===== config.mk =====
export PLATFORM = sky130hd
export DESIGN_NAME = score_record_keeper
export DESIGN_NICKNAME = d
export VERILOG_FILES = /design/src/rtl/score_record_keeper.sv
export SDC_FILE = /design/constraint.sdc
export NUM_CORES = 1
export LEC_CHECK = 0
export ABC_AREA = 1
export CAP_MARGIN = 30
export CORE_ASPECT_RATIO = 0.7
export CORE_MARGIN = 1.5
export CORE_UTILIZATION = 58
export CTS_CLUSTER_DIAMETER = 30
export CTS_CLUSTER_SIZE = 20
export DETAILED_ROUTE_END_ITERATION = 10
export PLACE_DENSITY_LB_ADDON = 0.12
export SLEW_MARGIN = 0
export SYNTH_ARGS = -nofsm -noshare
export SYNTH_HDL_FRONTEND = slang
export SYNTH_SLANG_ARGS = --single-unit

===== constraint.sdc =====
create_clock -name clk -period 4 [get_ports clk]
set_clock_uncertainty 0.2 [all_clocks]
set_input_delay 0.8 -clock clk [delete_from_list [all_inputs] [get_ports clk]]
set_output_delay 0.8 -clock clk [all_outputs]
set_load 0.005 [all_outputs]

===== src/rtl/score_record_keeper.sv =====
// Captures a finished game's score, tracks one best score per difficulty level and
// converts current/best to packed BCD with one shared sequential double-dabble shifter.
module score_record_keeper #(
  parameter int SCORE_MAX         = 9999,
  parameter int BIN_W             = 14,
  parameter int CARD_MAX_NUM_SIZE = 4,
  parameter logic [CARD_MAX_NUM_SIZE-1:0] CARD_NUM_EASY   = 4'd6,
  parameter logic [CARD_MAX_NUM_SIZE-1:0] CARD_NUM_NORMAL = 4'd8,
  parameter logic [CARD_MAX_NUM_SIZE-1:0] CARD_NUM_HARD   = 4'd12
) (
  input  logic                         clk,
  input  logic                         rst,
  input  logic                         points_calculated,
  input  logic [BIN_W-1:0]             points,
  input  logic [CARD_MAX_NUM_SIZE-1:0] num_of_cards,
  input  logic                         clear_best,
  output logic [15:0]                  score_bcd,
  output logic [15:0]                  best_bcd,
  output logic                         new_record,
  output logic                         bcd_valid,
  output logic                         busy
);
  // Handshake: points_calculated is a one-cycle valid with no ready; it is accepted
  // only while busy is low, and a pulse seen while busy is dropped, never queued.

  localparam int SH_W = 16 + BIN_W;
  localparam logic [BIN_W-1:0] SCORE_MAX_B = BIN_W'(SCORE_MAX);
  localparam logic [3:0]       LAST_ITER   = 4'(BIN_W - 1);
  localparam logic [1:0]       IDX_NONE    = 2'd3;

  typedef enum logic [2:0] {
    S_IDLE, S_LATCH, S_CONV_SCORE, S_CONV_BEST, S_DONE
  } state_t;

  state_t           state, state_nxt;
  logic [BIN_W-1:0] score_q;
  logic [1:0]       idx_q;
  logic [BIN_W-1:0] best_q [3];
  logic [BIN_W-1:0] cmp_best_q;
  logic             record_q;
  logic [3:0]       cnt_q;
  logic [SH_W-1:0]  sh_q;
  logic [SH_W-1:0]  sh_step;
  logic [15:0]      park_q;
  logic [BIN_W-1:0] sat_points;
  logic [1:0]       lvl;
  logic [BIN_W-1:0] cur_best;
  logic             can_accept;

  function automatic logic [SH_W-1:0] dd_step(input logic [SH_W-1:0] v);
    logic [SH_W-1:0] t;
    t = v;
    for (int n = 0; n < 4; n++) begin
      if (t[BIN_W+4*n +: 4] >= 4'd5) t[BIN_W+4*n +: 4] = t[BIN_W+4*n +: 4] + 4'd3;
    end
    return t << 1;
  endfunction

  assign sh_step    = dd_step(sh_q);
  assign sat_points = (points > SCORE_MAX_B) ? SCORE_MAX_B : points;
  assign can_accept = (state == S_IDLE) || (state == S_DONE);
  assign busy       = (state == S_LATCH) || (state == S_CONV_SCORE) || (state == S_CONV_BEST);

  always_comb begin
    lvl = IDX_NONE;
    if (num_of_cards == CARD_NUM_EASY)        lvl = 2'd0;
    else if (num_of_cards == CARD_NUM_NORMAL) lvl = 2'd1;
    else if (num_of_cards == CARD_NUM_HARD)   lvl = 2'd2;
  end

  // An unmatched level compares against zero and never writes a best register.
  always_comb begin
    cur_best = '0;
    case (idx_q)
      2'd0:    cur_best = best_q[0];
      2'd1:    cur_best = best_q[1];
      2'd2:    cur_best = best_q[2];
      default: cur_best = '0;
    endcase
  end

  always_comb begin
    state_nxt = state;
    case (state)
      S_IDLE, S_DONE: if (points_calculated) state_nxt = S_LATCH;
      S_LATCH:        state_nxt = S_CONV_SCORE;
      S_CONV_SCORE:   if (cnt_q == LAST_ITER) state_nxt = S_CONV_BEST;
      S_CONV_BEST:    if (cnt_q == LAST_ITER) state_nxt = S_DONE;
      default:        state_nxt = S_IDLE;
    endcase
  end

  always_ff @(posedge clk) begin
    if (rst) begin
      state      <= S_IDLE;
      score_q    <= '0;
      idx_q      <= IDX_NONE;
      for (int i = 0; i < 3; i++) best_q[i] <= '0;
      cmp_best_q <= '0;
      record_q   <= 1'b0;
      cnt_q      <= '0;
      sh_q       <= '0;
      park_q     <= '0;
      score_bcd  <= '0;
      best_bcd   <= '0;
      new_record <= 1'b0;
      bcd_valid  <= 1'b0;
    end else begin
      state <= state_nxt;
      case (state)
        S_IDLE, S_DONE: begin
          // Clear lands on this edge, so a same-cycle score is compared against zero.
          if (clear_best) begin
            for (int i = 0; i < 3; i++) best_q[i] <= '0;
            best_bcd   <= '0;
            new_record <= 1'b0;
          end
          if (points_calculated) begin
            score_q   <= sat_points;
            idx_q     <= lvl;
            bcd_valid <= 1'b0;
          end
        end
        S_LATCH: begin
          record_q   <= 1'b0;
          cmp_best_q <= cur_best;
          if ((idx_q != IDX_NONE) && (score_q > cur_best)) begin
            for (int i = 0; i < 3; i++) if (idx_q == 2'(i)) best_q[i] <= score_q;
            cmp_best_q <= score_q;
            record_q   <= 1'b1;
          end
          sh_q  <= {16'b0, score_q};
          cnt_q <= '0;
        end
        S_CONV_SCORE: begin
          sh_q  <= sh_step;
          cnt_q <= cnt_q + 4'd1;
          if (cnt_q == LAST_ITER) begin
            park_q <= sh_step[SH_W-1 -: 16];
            sh_q   <= {16'b0, cmp_best_q};
            cnt_q  <= '0;
          end
        end
        S_CONV_BEST: begin
          sh_q  <= sh_step;
          cnt_q <= cnt_q + 4'd1;
          if (cnt_q == LAST_ITER) begin
            score_bcd  <= park_q;
            best_bcd   <= sh_step[SH_W-1 -: 16];
            new_record <= record_q;
            bcd_valid  <= 1'b1;
            cnt_q      <= '0;
          end
        end
        default: ;
      endcase
    end
  end
endmodule


==> summary.md, run 1 <==
| Metric | Value |
|---|---|
| #FFs+latches synth | 160 |
| Post-route insts no fill | 1,107 |
| Via count | 6,203 |
| YS warnings | 0 |
| Area grow syn2layout | 16.26% |
| Final Hold Fails | 0 |
| Hold_buf cts | 0 |
| Syn Area/Cell | 7.966 um2 |
| Placement Cell Area | 7759 um2 |
| First-pass GRT wire length | 29.62 mm |
| Synth area leaders | dfxtp_1 (33%), edfxtp_1 (18%), nand2_1 (10%) |
| Cell area after layout | 8327 um2 |
| Multiplexer share of the synthesized area | 0 |
| Fmax | 273.3 MHz |
| Gate power share | 0.268 |
| Reg2reg start | idx_q[0]$_SDFFE_PP1P_ |
| Clk slew on worst S/H paths | 0.07 ns |
| WP data required | 3.86 ns |
| Pwr dens | 611.3 nW/um2 |
| Hold path start | best_bcd[7]$_SDFFE_PP0P_ |
| Wire per inst | 17.05 um |
| Final Max Slew Viols | 0 |
| Hold WC Path Type | flop to flop |
| Crit path arrival time | 3.52 ns |
| FP Rows | 33 |
| CTS resizes | 0 |
| CTS Buffer Depth | 2 |
| WL final | 18.87 mm |
| Detailed-route DRC error count | 0 |
| Switch share | 0.3771 |
| Hold depth | 2 |
| Post-synth top flop | dfxtp_1 |
| Vias per cell | 5.603 |
| CP Max Fanout | 15 |
| Gr ovfl total | 0 |
| Commonest cells post-synth | nand2_1 (197), nor2_1 (133), dfxtp_1 (118), a21oi_1 (88), o21ai_0 (82) |
| P_int | 3.171 mW |
| Area of the multi-input gates | 3052 um2 |
| Post-synthesis adder-cell area fraction | 0.04193 |
| Power share of the clock group | 0.309 |
| Tmin final | 3.659 ns |
| CTS tree | yes |
| Core box area | 11,850 um2 |
| Startpoint types | flop |
| Die ar. | 13,030 um2 |
| Post-synthesis cell type count | 34 |
| Largest family of logic cells by synthesized area | simple AND/OR/NAND/NOR gates |
| Clk_lat worst skew | 0.43 ns |
| Max-cap violations | 0 |
| Cell count of the worst reg-to-reg path | 16 |
| CTS root buffer | clkbuf_16 |
| Starting DRT DRC Count | 669 |
| Worst VDD drop | 0.4241 mV |
| Hold path endpoint | best_bcd[7]$_SDFFE_PP0P_ |
| Post-synth ARST share | 0 |
| Seq/Total Area, Yosys | 0.5059 |
| Pleak | 3.357 nW |
| Filler Cells Inserted | 920 |
| Crit Path Category | flop to flop |
| Compound-Gate Fraction of Synth Area | 0.1571 |
| CTS sink count | 160 |
| Chip Height | 95.97 um |
| Reg2reg setup slack | 0.34 ns |
| H-tree depth | 4 |
| RSZ-0062 raised after global routing | no |
| Leading area contributor after synthesis | dfxtp_1 |
| Post-DRT Antenna Nets | 0 |
| Port Buffers | 56 |
| Syn_nets | 945 |
| Dpl hpwl | 13.02 mm |
| Seq pwr share | 0.423 |
| Gate Count Post-Synth | 899 |
| Total GRT Usage | 0.3042 |
| RR Endpoint | best_q[0][31]$_DFFE_PP_ |
| Antenna violations before repair | 0 |
| Switching power | 1.920 mW |
| XOR/XNOR Fraction of Synth Area | 0.01101 |
| Chip Width | 135.8 um |
| Status | finished clean |
| Most common cell in the netlist | nand2_1 |
| Largest net degree at the start of global routing | 63 |
| Crit. End Element | flop |
| EDFF count, synth | 42 |
| Starting Density | 0.6044 |
| DR pass1 iterations | 5 |
| Placed Cells | 1,075 |
| Top Ports | 57 |
| Share of the synthesized area in the top cell type | 0.3298 |
| Sequential Area | 3623 um2 |
| Worst Max-Slew Pin Slew | 0.8846 ns |
| GPL Wtd Cong | 1.008 |
| Final #Nets | 983 |
| Period utilization | 0.9148 |
| Layout cells sized above 1 | 0.07474 |
| Setup violators final | 0 |
| Number of antenna diodes | 0 |
| TritonCTS Buffers | 17 |
| Fin Setup TNS | 0 ns |
| Vias in the first global route | 5,559 |
| Final core utilization | 0.7027 |
| Synth Area in Simple Gates | 0.2158 |
| Mapped Area | 7162 um2 |
| Post-CTS setup buffer count | 0 |
| Max_slew headroom | 0.4096 |
metal layers:
layer,vias up,global-route usage,part of all wire
li1,3025,-,-
met1,2903,0.4688,0.50
met2,250,0.4162,0.40
met3,25,0.07320,0.093
met4,0,0.08871,0.012
met5,-,0,0
worst max-delay path, cell delays in order, from the launching register on:
cell and delay [ns]:
dfxtp_1 0.33, inv_1 0.09, nor2_2 0.52, nand2_1 0.17, nand2_1 0.11, a21oi_1 0.07, ha_1 0.31, nand2_1 0.06
nor2_2 0.10, nand3_1 0.10, clkinv_1 0.06, nand2_1 0.04, nand2_1 0.16, nand2_1 0.10, nor2_1 0.18, nand3_1 0.10
nand2_1 0.57
through the flow:
step                hold slack [ns]  worst slack (ns)  total power, mW
CTS                          0.2623            0.3894            5.067
global route                 0.2866           0.05468            5.360
detailed placement           0.2513            0.3985            3.509
floorplan                    0.2445             1.054            3.167
finish                       0.2611            0.3408            5.091
global placement             0.2522            0.4942            3.470
kinds of logic (layout without fill, tap and decap cells):
| logic type | count (synthesis) | after routing |
|---|---|---|
| compound gates | 207 | 207 |
| flops | 160 | 160 |
| xor+xnor | 9 | 9 |
| simple gates | 384 | 384 |
| fa+ha+maj | 24 | 24 |
| buf+inv | 115 | 166 |
cells in the final DEF, fill, tap and decap left out, types with 10 or more instances in the layout:
master / count
nand2_1: 197
nor2_1: 132
dfxtp_1: 118
a21oi_1: 88
o21ai_0: 82
inv_1: 59
clkdlybuf4s50_1: 56
nand3_1: 43
edfxtp_1: 42
ha_1: 24
clkbuf_16: 17
a21oi_2: 10
power by group through the flow:
stage	clock (mW)	combinational (mW)	sequential, mW
4_1_cts	1.58	1.34	2.14
2_1_floorplan	0	1.11	2.06
6_report	1.57	1.37	2.15
5_1_grt	1.65	1.53	2.17
3_5_place_dp	0	1.34	2.17
3_3_place_gp	0	1.30	2.17
final cells by class:
cell class                 instances  share of cell area
multi-input combinational        624              0.3665
clock inverter                    15             0.01713
sequential                       160              0.4352
tap                              157             0.02359
clock buffer                      17             0.05109
timing repair buffer              65             0.07543
inverter                          69             0.03110
worst max path at each step:
stage | cells after the start | to | from | slack (ns)
2_1_floorplan | 18 | best_q[0][0]$_DFFE_PP_ | idx_q[0]$_SDFFE_PP1P_ | 1.05
3_3_place_gp | 16 | best_q[0][7]$_DFFE_PP_ | idx_q[0]$_SDFFE_PP1P_ | 0.49
3_5_place_dp | 16 | best_q[0][35]$_DFFE_PP_ | idx_q[0]$_SDFFE_PP1P_ | 0.40
4_1_cts | 16 | best_q[0][32]$_DFFE_PP_ | idx_q[0]$_SDFFE_PP1P_ | 0.39
5_1_grt | 16 | best_q[0][29]$_DFFE_PP_ | idx_q[0]$_SDFFE_PP1P_ | 0.05
6_report | 16 | best_q[0][31]$_DFFE_PP_ | idx_q[0]$_SDFFE_PP1P_ | 0.34
registers in the layout, summed over array words and instances (netlist names):
name	count
best_q	42
sh_q	30
best_bcd	16
park_q	16
score_bcd	16
cmp_best_q	14
score_q	14
cnt_q	4
state	3
idx_q	2
bcd_valid	1
new_record	1
record_q	1
Note: power is estimated with default switching activity, not from simulation.
==> run 2: changes to the inputs <==
--- a/config.mk
+++ b/config.mk
@@ -9,11 +9,12 @@
 export CAP_MARGIN = 30
 export CORE_ASPECT_RATIO = 0.7
 export CORE_MARGIN = 1.5
-export CORE_UTILIZATION = 58
+export CORE_UTILIZATION = 52
 export CTS_CLUSTER_DIAMETER = 30
 export CTS_CLUSTER_SIZE = 20
 export DETAILED_ROUTE_END_ITERATION = 10
 export PLACE_DENSITY_LB_ADDON = 0.12
+export SETUP_SLACK_MARGIN = 0.2
 export SLEW_MARGIN = 0
 export SYNTH_ARGS = -nofsm -noshare
 export SYNTH_HDL_FRONTEND = slang
==> constraint.sdc (replaced) <==
create_clock -name clk -period 3.1 [get_ports clk]
set_clock_uncertainty 0.2 [all_clocks]
set_input_delay 0.62 -clock clk [delete_from_list [all_inputs] [get_ports clk]]
set_output_delay 0.62 -clock clk [all_outputs]
set_load 0.005 [all_outputs]
==> summary.md, run 2 (synthesis gave the netlist of run 1 again) <==
| Metric | Value |
|---|---|
| Slowest CP cell | dfxtp_2 |
| Chip Height | 101.2 um |
| WL final | 19.41 mm |
| Clk_lat worst skew | 0.42 ns |
| Hold path start | best_bcd[11]$_SDFFE_PP0P_ |
| Final Max Slew Viols | 0 |
| Hold depth | 2 |
| Vias in the first global route | 5,744 |
| Final core utilization | 0.6695 |
| Period utilization | 0.9459 |
| Crit Path Category | flop to flop |
| Sequential Area | 3630 um2 |
| CTS Buffer Depth | 2 |
| Final Hold Fails | 0 |
| Core box area | 13,310 um2 |
| Detailed-route DRC error count | 0 |
| Hold_buf cts | 0 |
| Most flop-heavy register | best_q |
| Worst VDD drop | 0.4455 mV |
| RR Endpoint | best_q[0][27]$_DFFE_PP_ |
| Status | finished clean |
| Wire per inst | 16.66 um |
| Max_slew headroom | 0.5332 |
| CTS tree | yes |
| Reg2reg setup slack | 0.17 ns |
| Starting Density | 0.5380 |
| Most common cell after layout, fill and taps aside | nand2_1 |
| Cell count of the worst reg-to-reg path | 18 |
| TritonCTS Buffers | 17 |
| Area grow syn2layout | 24.46% |
| Pwr dens | 759.6 nW/um2 |
| Setup violators final | 0 |
| Slowest stage delay, CP | 0.36 ns |
| H-tree depth | 4 |
| Dpl hpwl | 13.32 mm |
| CTS sink count | 160 |
| Die ar. | 14,500 um2 |
| Pleak | 3.534 nW |
| Antenna violations before repair | 0 |
| WP data required | 3.05 ns |
| Filler Cells Inserted | 1,110 |
| Fmax | 341.0 MHz |
| First-pass GRT wire length | 30.07 mm |
| Crit path arrival time | 2.88 ns |
| Area of the multi-input gates | 3299 um2 |
| Layout cells sized above 1 | 0.1510 |
| Biggest regs | best_q: 42 flops, sh_q: 30 flops |
| Crit. End Element | flop |
| Worst Max-Slew Pin Slew | 0.6929 ns |
| GPL Wtd Cong | 0.9807 |
| Total GRT Usage | 0.2740 |
| Most Frequent Cell on Critical Path | nand2_2 |
| Reg2reg start | idx_q[0]$_SDFFE_PP1P_ |
| Hold slack | 0.2639 ns |
| Startpoint types | flop |
| Max reg flops | 42 |
| Chip Width | 143.3 um |
| CTS root buffer | clkbuf_16 |
| Starting DRT DRC Count | 644 |
| Hold path endpoint | best_bcd[11]$_SDFFE_PP0P_ |
| Final #Nets | 1,014 |
| Design Power | 6.771 mW |
| Max-cap violations | 0 |
| Post-DRT Antenna Nets | 0 |
| Hold WC Path Type | flop to flop |
| Clk slew on worst S/H paths | 0.07 ns |
| Via count | 6,321 |
| DR pass1 iterations | 5 |
| Vias per cell | 5.426 |
| Most frequent cells in the layout | nand2_1 (180), nor2_1 (129), dfxtp_1 (115) |
| Gr ovfl total | 0 |
| Number of antenna diodes | 0 |
| Tmin final | 2.932 ns |
| RSZ-0062 raised after global routing | yes |
| Largest net degree at the start of global routing | 78 |
| Cell chain of the critical path | inv_4 > nand2_4 > clkinvlp_4 > nand2_2 > nand2_2 > a21oi_4 > ha_4 > nand2_2 > nor2_2 > nand3_2 > clkinv_1 > nand2_1 > nand2_2 > nand2_2 > nor2_4 > nand3_2 > nand2_4 > clkbuf_16 |
| Fin Setup TNS | 0 ns |
| FP Rows | 35 |
| Top Ports | 57 |
| Port Buffers | 56 |
| CP Max Fanout | 8 |
==> run 2: cell types whose count changed in the layout (fill, tap and decap cells not counted), sizes merged <==
cell / delta
clkinvlp: +6
buf: +29
clkbuf: +2
inv: -3
clkinv: -4
==> run 2: worst max-delay path by stage <==
stage / start / endpoint / cells past startpoint
finish: idx_q[0]$_SDFFE_PP1P_ / best_q[0][27]$_DFFE_PP_ / 18
CTS: idx_q[0]$_SDFFE_PP1P_ / best_q[0][21]$_DFFE_PP_ / 18
detailed placement: idx_q[0]$_SDFFE_PP1P_ / best_q[0][19]$_DFFE_PP_ / 18
global route: idx_q[0]$_SDFFE_PP1P_ / best_q[0][26]$_DFFE_PP_ / 17
global placement: idx_q[0]$_SDFFE_PP1P_ / best_q[0][21]$_DFFE_PP_ / 18
floorplan: idx_q[0]$_SDFFE_PP1P_ / best_q[0][0]$_DFFE_PP_ / 18
==> run 2: per-stage QoR <==
stage               cells  worst slack (ns)  instance area, um2
floorplan             899            0.1536                7162
global placement     1122            0.1399                7986
detailed placement   1122           0.08492                7986
CTS                  1159            0.2192                8632
global route         1165           0.05835                8914
finish               1165            0.1679                8914
==> run 2: repair_timing <==
| action | in CTS | in global routing |
|---|---|---|
| gates resized for setup | 18 | 50 |
| pin swaps | 0 | 14 |
| setup endpoints to repair | 52 | 96 |
| buffers inserted | 5 | 4 |
| cloned | 1 | 2 |
==> run 2: power by group <==
part / internal [mW] / total (mW) / switching [mW]
registers: 2.50 / 2.77 / 0.271
clock network: 1.04 / 1.94 / 0.907
logic: 0.700 / 2.06 / 1.36
==> run 2: worst max-delay path, delay by kind of cell, from the launching register on <==
family	cells	cell delay, ns
flops	1	0.36
simple gates	12	1.29
fa+ha+maj	1	0.16
compound gates	1	0.16
buf+inv	4	0.49
==> run 2: final cells by class <==
class	count	share of cell area
clock buffers	18	0.04815
clock inverters	13	0.01151
inverters	69	0.03018
multi-input cells	624	0.3702
flip-flops and latches	160	0.4072
well taps	185	0.02597
repair buffers	95	0.1060
repair inverters	1	0.0008422
==> run 2: per-layer routing <==
metal	wire length, um	vias up	GRT usage
li1	-	3091	-
met1	9608	2959	0.4271
met2	7534	249	0.3582
met3	2032	22	0.08936
met4	231	0	0.07064
met5	0	-	0
==> run 3: changes to the inputs <==
--- a/config.mk
+++ b/config.mk
@@ -9,11 +9,11 @@
 export CAP_MARGIN = 30
 export CORE_ASPECT_RATIO = 0.7
 export CORE_MARGIN = 1.5
-export CORE_UTILIZATION = 52
+export CORE_UTILIZATION = 58
 export CTS_CLUSTER_DIAMETER = 30
 export CTS_CLUSTER_SIZE = 20
 export DETAILED_ROUTE_END_ITERATION = 10
-export PLACE_DENSITY_LB_ADDON = 0.12
+export PLACE_DENSITY = 0.84
 export SETUP_SLACK_MARGIN = 0.2
 export SLEW_MARGIN = 0
 export SYNTH_ARGS = -nofsm -noshare
==> constraint.sdc (replaced) <==
create_clock -name clk -period 3.35 [get_ports clk]
set_clock_uncertainty 0.2 [all_clocks]
set_input_delay 0.67 -clock clk [delete_from_list [all_inputs] [get_ports clk]]
set_output_delay 0.67 -clock clk [all_outputs]
set_load 0.005 [all_outputs]
==> summary.md, run 3 (synthesis gave the netlist of run 1 again) <==
| Metric | Value |
|---|---|
| Status | finished clean |
| Top Ports | 57 |
| Core box area | 11,850 um2 |
| Gr ovfl total | 0 |
| First-pass GRT wire length | 28.35 mm |
| Die ar. | 13,030 um2 |
| H-tree depth | 4 |
| Hold depth | 2 |
| Chip Width | 135.8 um |
| Design Power | 6.238 mW |
| Hold WC Path Type | flop to flop |
| Crit Path Category | flop to flop |
| Reg2reg setup slack | 0.30 ns |
| Antenna violations before repair | 0 |
| Total GRT Usage | 0.2833 |
| Largest net degree at the start of global routing | 75 |
| Wire per inst | 15.92 um |
| Starting DRT DRC Count | 703 |
| GPL Wtd Cong | 0.8982 |
| Starting Density | 0.6044 |
| Max reg flops | 42 |
| CTS Buffer Depth | 2 |
| Clk_lat worst skew | 0.42 ns |
| WL final | 17.74 mm |
| Worst VDD drop | 0.4920 mV |
| Detailed-route DRC error count | 0 |
| Number of antenna diodes | 0 |
| Hold path endpoint | best_bcd[11]$_SDFFE_PP0P_ |
| Fin Setup TNS | 0 ns |
| Post-DRT Antenna Nets | 0 |
| Cell area after layout | 8519 um2 |
| RR Endpoint | best_q[0][11]$_DFFE_PP_ |
| Startpoint types | flop |
| TritonCTS Buffers | 17 |
| Layout cells sized above 1 | 0.09091 |
| DR pass1 iterations | 5 |
| Placement Cell Area | 7809 um2 |
| Via count | 6,270 |
| Fmax | 328.1 MHz |
| Port Buffers | 56 |
| RSZ-0062 raised after global routing | no |
| Final Max Slew Viols | 0 |
| Worst Max-Slew Pin Slew | 0.7525 ns |
| Crit. End Element | flop |
| Max_slew headroom | 0.4930 |
| Most frequent cells in the layout | nand2_1 (196), nor2_1 (132), dfxtp_1 (118) |
| Hold path start | best_bcd[11]$_SDFFE_PP0P_ |
| Max-cap violations | 0 |
| Clk slew on worst S/H paths | 0.06 ns |
| Final #Nets | 990 |
| Vias per cell | 5.628 |
| CTS root buffer | clkbuf_16 |
| Area grow syn2layout | 18.96% |
| Pwr dens | 732.2 nW/um2 |
| Biggest regs | best_q: 42 flops, sh_q: 30 flops |
| Tmin final | 3.048 ns |
| Final core utilization | 0.7189 |
| WP data required | 3.27 ns |
| Crit path arrival time | 2.97 ns |
| Chip Height | 95.97 um |
| Most common cell after layout, fill and taps aside | nand2_1 |
| Filler Cells Inserted | 852 |
| Pleak | 3.393 nW |
| CTS sink count | 160 |
| FP Rows | 33 |
| Reg2reg start | idx_q[0]$_SDFFE_PP1P_ |
| Dpl hpwl | 11.68 mm |
| Most flop-heavy register | best_q |
| CTS tree | yes |
| Setup violators final | 0 |
| Cell count of the worst reg-to-reg path | 18 |
| CP Max Fanout | 15 |
| Final Hold Fails | 0 |
| Period utilization | 0.9097 |
| Vias in the first global route | 5,792 |
[run 3: cell count changes in the layout (fill, tap and decap cells not counted), moves of 4 or more]
| cell | delta |
|---|---|
| nand3_2 | -4 |
| nand3_1 | +4 |
| nand2_2 | -15 |
| buf_4 | -21 |
| a21oi_4 | -9 |
| a21oi_1 | +6 |
| nand2_1 | +16 |
[run 3: through the flow]
step                setup WS [ns]  instances  hold WS (ns)
floorplan                  0.4036        899        0.2445
global placement           0.2153       1080        0.2529
detailed placement        0.09965       1080        0.2553
CTS                        0.2494       1114        0.2669
global route               0.1526       1114        0.2845
finish                     0.3024       1114        0.2651
[run 3: final cells by class]
type,count,area [um2],area share
Multi-Input combinational cell,624,3103,0.3642
Clock buffer,18,429.2,0.05037
Clock inverter,14,163.9,0.01924
Timing Repair Buffer,72,737.0,0.08650
Sequential cell,160,3623,0.4253
Tap cell,157,196.4,0.02306
Inverter,69,266.5,0.03128
[run 3: metal layers]
metal | track usage | up-vias | wire length [um]
met5 | 0 | - | 0
met4 | 0.08602 | 0 | 229
met3 | 0.05740 | 28 | 1585
met2 | 0.4243 | 280 | 7718
met1 | 0.4133 | 2919 | 8205
li1 | - | 3043 | -
[run 3: what timing repair did]
item	4_1_cts	5_1_grt
setup endpoints to repair	84	91
setup buffers	2	0
gates resized for setup	5	14
hold buffers	0	0
gates cloned	0	0
[run 3: worst max-delay path by stage]
stage / start / end / cells past startpoint
after global placement: idx_q[0]$_SDFFE_PP1P_ / best_q[0][6]$_DFFE_PP_ / 18
after floorplan: idx_q[0]$_SDFFE_PP1P_ / best_q[0][0]$_DFFE_PP_ / 18
after global routing: idx_q[0]$_SDFFE_PP1P_ / best_q[0][11]$_DFFE_PP_ / 18
after detailed placement: idx_q[0]$_SDFFE_PP1P_ / best_q[0][28]$_DFFE_PP_ / 15
after CTS: idx_q[0]$_SDFFE_PP1P_ / best_q[0][28]$_DFFE_PP_ / 15
final: idx_q[0]$_SDFFE_PP1P_ / best_q[0][11]$_DFFE_PP_ / 18
[run 3: worst max-delay path, cell delays in order, from the launching register on]
cell and delay [ns]:
dfxtp_1 0.32, inv_1 0.08, nand2_1 0.11, clkinvlp_4 0.10
buf_12 0.15, nand2_1 0.06, nand2_1 0.04, a21oi_1 0.23
ha_1 0.28, nand2_1 0.05, inv_1 0.06, nand3_1 0.12
nor2_1 0.09, nor2_4 0.17, nand2_1 0.09, nor2_1 0.17
nand3_1 0.11, nand2_1 0.12, buf_8 0.19
[run 3: where the power goes]
| group | switching (mW) | internal (mW) | total [mW] |
|---|---|---|---|
| clock network | 0.790 | 1.17 | 1.96 |
| registers | 0.221 | 2.30 | 2.52 |
| logic | 1.20 | 0.552 | 1.75 |
| total | 2.21 | 4.03 | 6.24 |
